### config.mk
export PLATFORM = sky130hd
export DESIGN_NAME = wf_peak_finder
export DESIGN_NICKNAME = d
export VERILOG_FILES = /design/src/rtl/wf_peak_finder.sv
export SDC_FILE = /design/constraint.sdc
export NUM_CORES = 1
export LEC_CHECK = 0
export ABC_CLOCK_PERIOD_IN_PS = 3580
export CORE_ASPECT_RATIO = 1.25
export CORE_UTILIZATION = 56
export CTS_BUF_LIST = sky130_fd_sc_hd__clkbuf_8 sky130_fd_sc_hd__clkbuf_16
export CTS_CLUSTER_DIAMETER = 80
export DETAILED_ROUTE_END_ITERATION = 10
export PLACE_DENSITY = 0.84
export SLEW_MARGIN = 0
export SYNTH_ARGS = -nofsm -noshare
export SYNTH_HDL_FRONTEND = slang
export SYNTH_SLANG_ARGS = --single-unit
### constraint.sdc
create_clock -name clk -period 3.58 [get_ports clk]
set_input_delay 0.716 -clock clk [delete_from_list [all_inputs] [get_ports clk]]
set_output_delay 0.716 -clock clk [all_outputs]
set_load 0.1 [all_outputs]
### src/rtl/wf_peak_finder.sv
// -----------------------------------------------------------------------------
// wf_peak_finder
//
// Per-frame statistics on the output of the 15-tap triangular smoothing stage.
// Each accepted sample is normalised back to 10-bit scale (in_wf >> NORM_SHIFT).
// Over SAMPLES samples the block tracks the maximum and the index of its first
// occurrence, the minimum, and the number of rising threshold crossings with
// hysteresis. One result record per frame is presented on a valid/ready port.
//
// Optional feature (macro WF_PEAK_SUM_EN): adds out_sum, the 22-bit sum of all
// normalised samples of the frame. Undefined: the port and accumulator are absent.
//
// Handshakes: a transfer happens on a rising clk edge where valid && ready are
// both high. The source holds valid and its payload until that edge. Input
// beats presented while in_ready is low are dropped, not buffered.
//
// Ports:
//   clk            in   clock, rising edge
//   reset          in   synchronous, active-high reset
//   in_valid       in   sample strobe
//   in_sof         in   first sample of a frame (qualified by in_valid)
//   in_wf          in   [IN_W]  smoothed waveform sample
//   in_ready       out  sample accepted this cycle if in_valid (low in REPORT)
//   thresh         in   [10]    crossing threshold, captured on the sof beat
//   out_valid      out  result record valid (high in REPORT)
//   out_ready      in   consumer accepts the record
//   out_peak_val   out  [10]    frame maximum
//   out_peak_idx   out  [IDX_W] index of the first occurrence of the maximum
//   out_min_val    out  [10]    frame minimum
//   out_cross_cnt  out  [8]     rising threshold crossings, saturating at 255
//   busy           out  high while accumulating a frame (ACCUM)
//   out_sum        out  [22]    sum of normalised samples (WF_PEAK_SUM_EN only)
//
// State is fully visible on the ports: IDLE = in_ready && !busy,
// ACCUM = busy, REPORT = out_valid.
// -----------------------------------------------------------------------------
module wf_peak_finder #(
  parameter int SAMPLES    = 2400,
  parameter int IN_W       = 16,
  parameter int NORM_SHIFT = 6,
  parameter int IDX_W      = 12,
  parameter int HYST       = 4
) (
  input  logic             clk,
  input  logic             reset,
  input  logic             in_valid,
  input  logic             in_sof,
  input  logic [IN_W-1:0]  in_wf,
  output logic             in_ready,
  input  logic [9:0]       thresh,
  output logic             out_valid,
  input  logic             out_ready,
  output logic [9:0]       out_peak_val,
  output logic [IDX_W-1:0] out_peak_idx,
  output logic [9:0]       out_min_val,
  output logic [7:0]       out_cross_cnt,
  output logic             busy
`ifdef WF_PEAK_SUM_EN
  ,output logic [21:0]     out_sum
`endif
);

  localparam int NW = 10;
  localparam logic [IDX_W-1:0] LAST_IDX = IDX_W'(SAMPLES - 1);

  typedef enum logic [1:0] {IDLE = 2'd0, ACCUM = 2'd1, REPORT = 2'd2} state_t;

  state_t           state_q, state_d;
  logic [IDX_W-1:0] ctr_q, ctr_d;
  logic [NW-1:0]    peak_q, peak_d;
  logic [IDX_W-1:0] idx_q, idx_d;
  logic [NW-1:0]    min_q, min_d;
  logic [NW-1:0]    thr_q, thr_d;
  logic             armed_q, armed_d;
  logic [7:0]       cnt_q, cnt_d;

  logic [NW-1:0]    out_peak_q, out_peak_d;
  logic [IDX_W-1:0] out_idx_q, out_idx_d;
  logic [NW-1:0]    out_min_q, out_min_d;
  logic [7:0]       out_cnt_q, out_cnt_d;

`ifdef WF_PEAK_SUM_EN
  logic [21:0]      sum_q, sum_d;
  logic [21:0]      out_sum_q, out_sum_d;
`endif

  logic [NW-1:0] norm;
  logic          accept;
  logic          start;     // sof beat: (re)initialise the frame
  logic          step;      // ordinary in-frame beat
  logic          last;      // beat that completes the frame
  logic          unused_lsbs;

  // Low bits are fractional after removing the filter gain.
  assign norm        = NW'(in_wf >> NORM_SHIFT);
  assign unused_lsbs = ^in_wf[NORM_SHIFT-1:0];

  assign in_ready  = (state_q != REPORT);
  assign out_valid = (state_q == REPORT);
  assign busy      = (state_q == ACCUM);
  assign accept    = in_valid && in_ready;
  // A sof in ACCUM silently aborts the running frame and restarts it.
  assign start     = accept && in_sof;
  assign step      = accept && !in_sof && (state_q == ACCUM);
  assign last      = (start && (SAMPLES == 1)) || (step && (ctr_q == LAST_IDX));

  always_comb begin
    state_d    = state_q;
    ctr_d      = ctr_q;
    peak_d     = peak_q;
    idx_d      = idx_q;
    min_d      = min_q;
    thr_d      = thr_q;
    armed_d    = armed_q;
    cnt_d      = cnt_q;
    out_peak_d = out_peak_q;
    out_idx_d  = out_idx_q;
    out_min_d  = out_min_q;
    out_cnt_d  = out_cnt_q;
`ifdef WF_PEAK_SUM_EN
    sum_d      = sum_q;
    out_sum_d  = out_sum_q;
`endif

    if (start) begin
      peak_d  = norm;
      idx_d   = '0;
      min_d   = norm;
      thr_d   = thresh;
      armed_d = (norm < thresh);
      cnt_d   = '0;
      ctr_d   = IDX_W'(1);
`ifdef WF_PEAK_SUM_EN
      sum_d   = 22'(norm);
`endif
    end else if (step) begin
      // Strict compare keeps the earliest index on ties.
      if (norm > peak_q) begin
        peak_d = norm;
        idx_d  = ctr_q;
      end
      if (norm < min_q) min_d = norm;
      // Crossing and re-arm conditions are mutually exclusive for HYST > 0.
      if (armed_q && (norm >= thr_q)) begin
        if (cnt_q != 8'hFF) cnt_d = cnt_q + 8'd1;
        armed_d = 1'b0;
      end else if (!armed_q && (({1'b0, norm} + 11'(HYST)) <= {1'b0, thr_q})) begin
        armed_d = 1'b1;
      end
      ctr_d = ctr_q + IDX_W'(1);
`ifdef WF_PEAK_SUM_EN
      sum_d = sum_q + 22'(norm);
`endif
    end

    // Output registers only change when a record is completed.
    if (last) begin
      out_peak_d = peak_d;
      out_idx_d  = idx_d;
      out_min_d  = min_d;
      out_cnt_d  = cnt_d;
`ifdef WF_PEAK_SUM_EN
      out_sum_d  = sum_d;
`endif
    end

    case (state_q)
      IDLE:    if (start) state_d = last ? REPORT : ACCUM;
      ACCUM:   if (last) state_d = REPORT;
      REPORT:  if (out_ready) state_d = IDLE;
      default: state_d = IDLE;
    endcase
  end

  always_ff @(posedge clk) begin
    if (reset) begin
      state_q    <= IDLE;
      ctr_q      <= '0;
      peak_q     <= '0;
      idx_q      <= '0;
      min_q      <= '0;
      thr_q      <= '0;
      armed_q    <= 1'b0;
      cnt_q      <= '0;
      out_peak_q <= '0;
      out_idx_q  <= '0;
      out_min_q  <= '0;
      out_cnt_q  <= '0;
`ifdef WF_PEAK_SUM_EN
      sum_q      <= '0;
      out_sum_q  <= '0;
`endif
    end else begin
      state_q    <= state_d;
      ctr_q      <= ctr_d;
      peak_q     <= peak_d;
      idx_q      <= idx_d;
      min_q      <= min_d;
      thr_q      <= thr_d;
      armed_q    <= armed_d;
      cnt_q      <= cnt_d;
      out_peak_q <= out_peak_d;
      out_idx_q  <= out_idx_d;
      out_min_q  <= out_min_d;
      out_cnt_q  <= out_cnt_d;
`ifdef WF_PEAK_SUM_EN
      sum_q      <= sum_d;
      out_sum_q  <= out_sum_d;
`endif
    end
  end

  assign out_peak_val  = out_peak_q;
  assign out_peak_idx  = out_idx_q;
  assign out_min_val   = out_min_q;
  assign out_cross_cnt = out_cnt_q;
`ifdef WF_PEAK_SUM_EN
  assign out_sum       = out_sum_q;
`endif

endmodule

==> results by group, run 1 <==
Clocking
  • Hold-fix buffers at CTS: 0
  • Setup Buffers After CTS: 0
  • Clock sink count: 105
  • Worst-path clk slew: ~70 ps
  • Post-CTS sizing: 0
  • Max Root-Sink Buffers: 2
  • CTS tree: yes
  • H-tree level count: 3
  • CTS root buffer: clkbuf_16
  • Clk Latency, worst-skew pair: 350 ps
  • CTS Buf Count: 9

Routing
  • Post-detailed-route via-to-cell ratio: 6.011
  • First-iteration detailed-routing DRC count: 365
  • DR DRC count: 0
  • Final ANT Viol Nets: 0
  • Drt wl/cell: 16.49 microns
  • Initial DRT Pass Iterations: 6
  • Vias after detailed routing: approximately 5.4k
  • Drt total wl: 14760 microns

STA
  • Final setup fails: 0
  • Achievable Freq: between 0.3 and 0.4 GHz
  • Max Slew Vio Count: 0
  • Final period util: 0.9022
  • Worst slew pin tran: 983.2 ps
  • Hold Vio Cnt, Final: 0
  • Layout Skew: 7.515 ps
  • Rel. slew slack: 0.3425
  • Shortest period the worst path allows: 3230 ps
  • Setup tns final: 0 ps
  • Unrepaired setup endpoints after global routing: no

Synthesis
  • Synth top area cells: dfxtp_1 (37%), ha_1 (11%), nand2_1 (5.4%)
  • Synthesized flop and latch total: 105
  • Synth warnings: 0
  • Post-synth top area share: 0.3665
  • Register area share after synthesis: 0.3665
  • Cells after synthesis: 703
  • Ys async rst share: 0
  • EDFF count, synth: 0
  • Post-synth top flop: dfxtp_1
  • Syn_nets: between 700 and 800
  • Post-Syn Area: 0.005736 sq mm
  • Synth area leader: dfxtp_1
  • Count of cell types in the netlist: 54
  • Mean Syn Cell Area: slightly above 8 sq um

Floorplanning
  • Initial Util: 0.5877
  • Die Y: 115.2 microns
  • Row count: 40
  • Placeable Area: a little under 0.01 sq mm
  • I/O Pins: 74
  • Die X: 92.52 microns
  • Die ar.: 0.01065 sq mm

Critical path
  • CP required: 3820 ps
  • CP Launch Type: primary input
  • Worst EP arrival: 3470 ps
  • Family with the most delay on the worst path: simple AND/OR/NAND/NOR gates
  • Critical path class: in2reg
  • Worst path cell trace: clkdlybuf4s50_1, ha_1, and4_1, a41oi_1, o21ai_0, nor2_2, mux2_2, a31o_2
  • CP startpoint: in_wf[15]
  • Crit-path max FO: 21
  • Max stage delay on crit path: 700 ps
  • FF-to-FF Start: peak_q[2]$_SDFF_PP0_
  • Crit. End Element: flop
  • Buf/Inv on CP: 1
  • CP max stage cell: nor2_2

GRT
  • Initial antenna violation count: 0
  • First-pass GRT wire length: 24660 microns
  • GRT Overall Usage: 0.2901
  • Layer with the highest usage: met2
  • Met3 Resource Use GR: 0.04431
  • Vias in the first global route: 5280
  • Aggregate global routing overflow: 0
  • GRT met2 Usage: 0.5116
  • Met1 usage in global routing: 0.3580
  • Largest net degree at the start of global routing: 62

Final layout
  • Ant. Diodes: 0
  • # fillers: 764
  • Area of the multi-input gates: 0.003281 sq mm
  • Nets: 845
  • Util after Layout: 0.7046
  • Syn-to-layout area delta: 19.90%
  • Most frequent cells in the layout: dfxtp_1 (105), nand2_1 (83), nor2_1 (67)
  • Reg area: roughly 0.0021 sq mm
  • Layout cells sized above 1: 0.07542
  • Commonest non-fill, non-tap cell in the layout: dfxtp_1

Pwr
  • P per Cell Area: 365.1 mW/mm^2
  • Peak supply drop: between 200 and 250 uV
  • Pleak: 2.727 nW

Place
  • Final HPWL DP: 10310 microns
  • IO Port Bufs: between 60 and 70
  • GP Congestion: 0.9032

Min path
  • Hold path startpoint: thr_q[9]$_SDFFE_PP0P_
  • Worst hold path class: reg2reg

Outcome
  • Outcome: finished clean

Job
  • # Max-Cap Violations: 0
-- final cells by class --
cell class                 count  area share
sequential                   105      0.3057
clock inverter                 5    0.008006
tap                          126     0.02293
clock buffer                  10     0.03475
timing repair buffer          94      0.1270
inverter                      45     0.02456
multi-input combinational    510      0.4771
-- flip-flops by register name, indices dropped and copies added (netlist names) --
register,flops
state_q,2
ctr_q,12
idx_q,12
min_q,10
thr_q,10
peak_q,10
out_cross_cnt,8
out_peak_idx,12
out_peak_val,10
out_min_val,10
cnt_q,8
armed_q,1
-- Yosys cell counts (all sizes together) (6+ instances only) --
| master | instances |
|---|---|
| dfxtp | 105 |
| nand2 | 83 |
| nor2 | 68 |
| a21oi | 61 |
| ha | 49 |
| inv | 44 |
| nand3 | 35 |
| nand4 | 33 |
| clkbuf | 31 |
| o21ai | 25 |
| mux2i | 20 |
| a211oi | 13 |
| and4 | 13 |
| a211o | 12 |
| and3 | 12 |
| buf | 12 |
| xor2 | 9 |
| nor4 | 7 |
| xnor2 | 7 |
| a31oi | 6 |
-- power breakdown --
| group | internal [W] | switching, W | total [W] |
|---|---|---|---|
| combinational | 0.000127 | 0.000183 | 0.000310 |
| clock | 0.000557 | 0.000442 | 0.000999 |
| sequential | 0.00119 | 0.0000132 | 0.00120 |
| total | 0.00187 | 0.000638 | 0.00251 |
-- layer usage --
layer	up-vias	routed length (microns)
met5	-	0
met1	2560	6444
met4	0	304
met2	154	7302
met3	29	704
li1	2637	-
-- final timing paths --
check | endpoint | slack [ps] | cells past startpoint
setup / recovery | out_peak_val[0]$_SDFFE_PP0P_ | 350 | 8
hold / removal | thr_q[9]$_SDFFE_PP0P_ | 460 | 2
setup reg to reg | out_peak_val[0]$_SDFFE_PP0P_ | 800 | 8
hold reg to reg | thr_q[9]$_SDFFE_PP0P_ | 460 | 2
-- worst min-delay path, cell delays in order (launching register included) --
cell and delay, ps:
dfxtp_1 310, nand2_1 50, a21oi_1 50
-- metrics by stage --
stage / std cells / power [W] / worst slack [ps] / hold WS [ps] / cell area, sq um
2_1_floorplan: 703 / 0.001410 / 861.8 / 436.3 / 5736
3_3_place_gp: 880 / 0.001516 / 101.1 / 442.3 / 6583
3_5_place_dp: 880 / 0.001531 / 36.17 / 448.5 / 6583
4_1_cts: 895 / 0.002508 / 374.0 / 458.2 / 6877
5_1_grt: 895 / 0.002600 / 233.4 / 481.0 / 6877
6_report: 895 / 0.002510 / 350.2 / 458.5 / 6877
-- logic make-up (layout without fill, tap and decap cells) --
logic type / Yosys count / in the layout / synth area share
AOI/OAI and AO/OA: 143 / 143 / 0.1542
xor gates and xnor gates: 16 / 16 / 0.02443
DFF: 105 / 105 / 0.3665
adders and majority gates: 49 / 49 / 0.1069
buffers and inverters: 88 / 154 / 0.06304
muxes: 21 / 21 / 0.03687
and+or+nand+nor: 281 / 281 / 0.2480
(Power assumes the default switching activity.)
==> inputs of run 2 (changes only) <==
==> constraint.sdc (replaced) <==
create_clock -name clk -period 3.58 [get_ports clk]
set_input_delay 0.537 -clock clk [delete_from_list [all_inputs] [get_ports clk]]
set_output_delay 0.537 -clock clk [all_outputs]
set_load 0.1 [all_outputs]
==> run 2 against run 1 <==
Against the previous run:
- clock skew is 0.53 ps higher
- critical path type unchanged
- setup slack better by 7.8 ps
- register-to-register slack worse by 120 ps
==> results by group, run 2 (same netlist as run 1, synthesis figures left out) <==
Critical path
  • CP Depth: 9
  • Crit. End Element: flop
  • CP max stage cell: a2111oi_0
  • Buf/Inv on CP: 2
  • R2R setup slack: 680 ps
  • Crit-path max FO: 22
  • Worst EP arrival: ~3500 ps
  • Family with the most delay on the worst path: compound AO/OA/AOI/OAI gates
  • Critical path class: in2reg
  • Worst path cell trace: clkdlybuf4s50_1, ha_1, and4_1, o21a_1, a2111oi_0, or2_2, buf_12, nand3_1, a21oi_1
  • Max stage delay on crit path: about 800 ps
  • CP Launch Type: primary input
  • CP required: 3840 ps
  • Reg2Reg Depth: 9

Floorplanning
  • I/O Pins: 74
  • Row count: 40
  • Die ar.: 0.01065 sq mm
  • Die Y: around 120 microns
  • Placeable Area: just under 0.01 sq mm
  • Initial Util: 0.5877
  • Die X: approximately 93 microns

Job
  • # Max-Cap Violations: 0

STA
  • Worst Slack Setup Final: 358.0 ps
  • Final period util: 0.9000
  • Layout Skew: 8.049 ps
  • Unrepaired setup endpoints after global routing: no
  • Achievable Freq: just over 0.3 GHz
  • Worst slew pin tran: 987.1 ps
  • Setup tns final: 0 ps
  • Max Slew Vio Count: 0
  • Hold Vio Cnt, Final: 0
  • Final setup fails: 0
  • Rel. slew slack: 0.3399
  • Shortest period the worst path allows: 3222 ps

GRT
  • Aggregate global routing overflow: 0
  • GRT Overall Usage: 0.2950
  • Largest net degree at the start of global routing: 62
  • First-pass GRT wire length: between 20000 and 30000 microns
  • Vias in the first global route: ~5.4k
  • Initial antenna violation count: 0

Clocking
  • Clock sink count: about 110
  • Max Root-Sink Buffers: 2
  • Setup Buffers After CTS: 0
  • H-tree level count: 3
  • Post-CTS sizing: 0
  • CTS Buf Count: 9
  • CTS tree: yes
  • Hold-fix buffers at CTS: 0
  • CTS root buffer: clkbuf_16
  • Worst-path clk slew: 70 ps
  • Clk Latency, worst-skew pair: 350 ps

Place
  • Worst slack at placement: 150.9 ps
  • GP Congestion: 0.9063
  • Final HPWL DP: 10520 microns
  • Placed cell areas: 0.006575 sq mm
  • IO Port Bufs: 67

Final layout
  • Reg area: 0.002102 sq mm
  • Commonest non-fill, non-tap cell in the layout: dfxtp_1
  • Final std cell area, no fill: between 0.006 and 0.007 sq mm
  • Nets: 843
  • Ant. Diodes: 0
  • Layout cells sized above 1: 0.07161
  • Most frequent cells in the layout: dfxtp_1 (105), nand2_1 (83), nor2_1 (67)
  • Util after Layout: 0.7059
  • # fillers: 762
  • Syn-to-layout area delta: 20.11%
  • Area of the multi-input gates: 0.003281 sq mm

Min path
  • Hold path depth: 2
  • Worst hold path class: reg2reg

Routing
  • Drt total wl: 15300 microns
  • Post-detailed-route via-to-cell ratio: 6.138
  • Drt wl/cell: between 15 and 20 microns
  • First-iteration detailed-routing DRC count: roughly 460
  • Initial DRT Pass Iterations: 6
  • Final ANT Viol Nets: 0
  • DR DRC count: 0
  • Vias after detailed routing: 5487

Pwr
  • Peak supply drop: 295.8 uV
  • P per Cell Area: 370.3 mW/mm^2
  • Pleak: between 2 and 3 nW

Outcome
  • Outcome: finished clean
-- run 2: cell count changes in the layout (fill, tap and decap cells not counted), sizes merged --
cell / before / now
clkinvlp: 1 / 2
clkbuf: 10 / 11
inv: 46 / 45
clkdlybuf4s50: 63 / 66
buf: 31 / 26
-- run 2: layer usage --
metal  share of wire  up-vias  global-route usage  routed length, microns
li1                -     2628                   -                       -
met1            0.42     2603              0.3707                    6420
met2            0.49      206              0.4998                    7432
met3           0.061       50             0.04299                     940
met4           0.033        0              0.1354                     503
met5               0        -                   0                       0
-- run 2: cell type report --
class,instances,share of cell area
clock buffer,11,0.03669
clock inverter,5,0.008899
inverter,45,0.02452
multi-input combinational,510,0.4762
sequential,105,0.3051
tap,126,0.02288
timing repair buffer,92,0.1257
-- run 2: final timing paths --
| path | startpoint | end |
|---|---|---|
| max | in_wf[9] | peak_q[0]$_SDFF_PP0_ |
| min | thr_q[2]$_SDFFE_PP0P_ | thr_q[2]$_SDFFE_PP0P_ |
| max reg2reg | peak_q[1]$_SDFF_PP0_ | peak_q[0]$_SDFF_PP0_ |
| min reg2reg | thr_q[2]$_SDFFE_PP0P_ | thr_q[2]$_SDFFE_PP0P_ |
-- run 2: through the flow --
| step | instances | hold WS, ps | power, W |
|---|---|---|---|
| 6_report | 894 | 457.8 | 0.002551 |
| 3_5_place_dp | 878 | 447.8 | 0.001527 |
| 2_1_floorplan | 703 | 436.3 | 0.001410 |
| 3_3_place_gp | 878 | 442.8 | 0.001513 |
| 4_1_cts | 894 | 458.2 | 0.002550 |
| 5_1_grt | 894 | 468.4 | 0.002631 |
-- run 2: worst reg2reg max path: stages (launching register included) --
cell and delay [ps]:
dfxtp_1 340, inv_1 70, ha_1 300, nor2b_1 150
o21a_1 170, a2111oi_0 780, or2_2 430, buf_12 220
nand3_1 130, a21oi_1 210
-- run 2: power breakdown --
part,internal [W],total [W],switching [W]
Combinational,0.000125,0.000309,0.000184
Sequential,0.00119,0.00120,0.0000135
Clock,0.000585,0.00104,0.000456
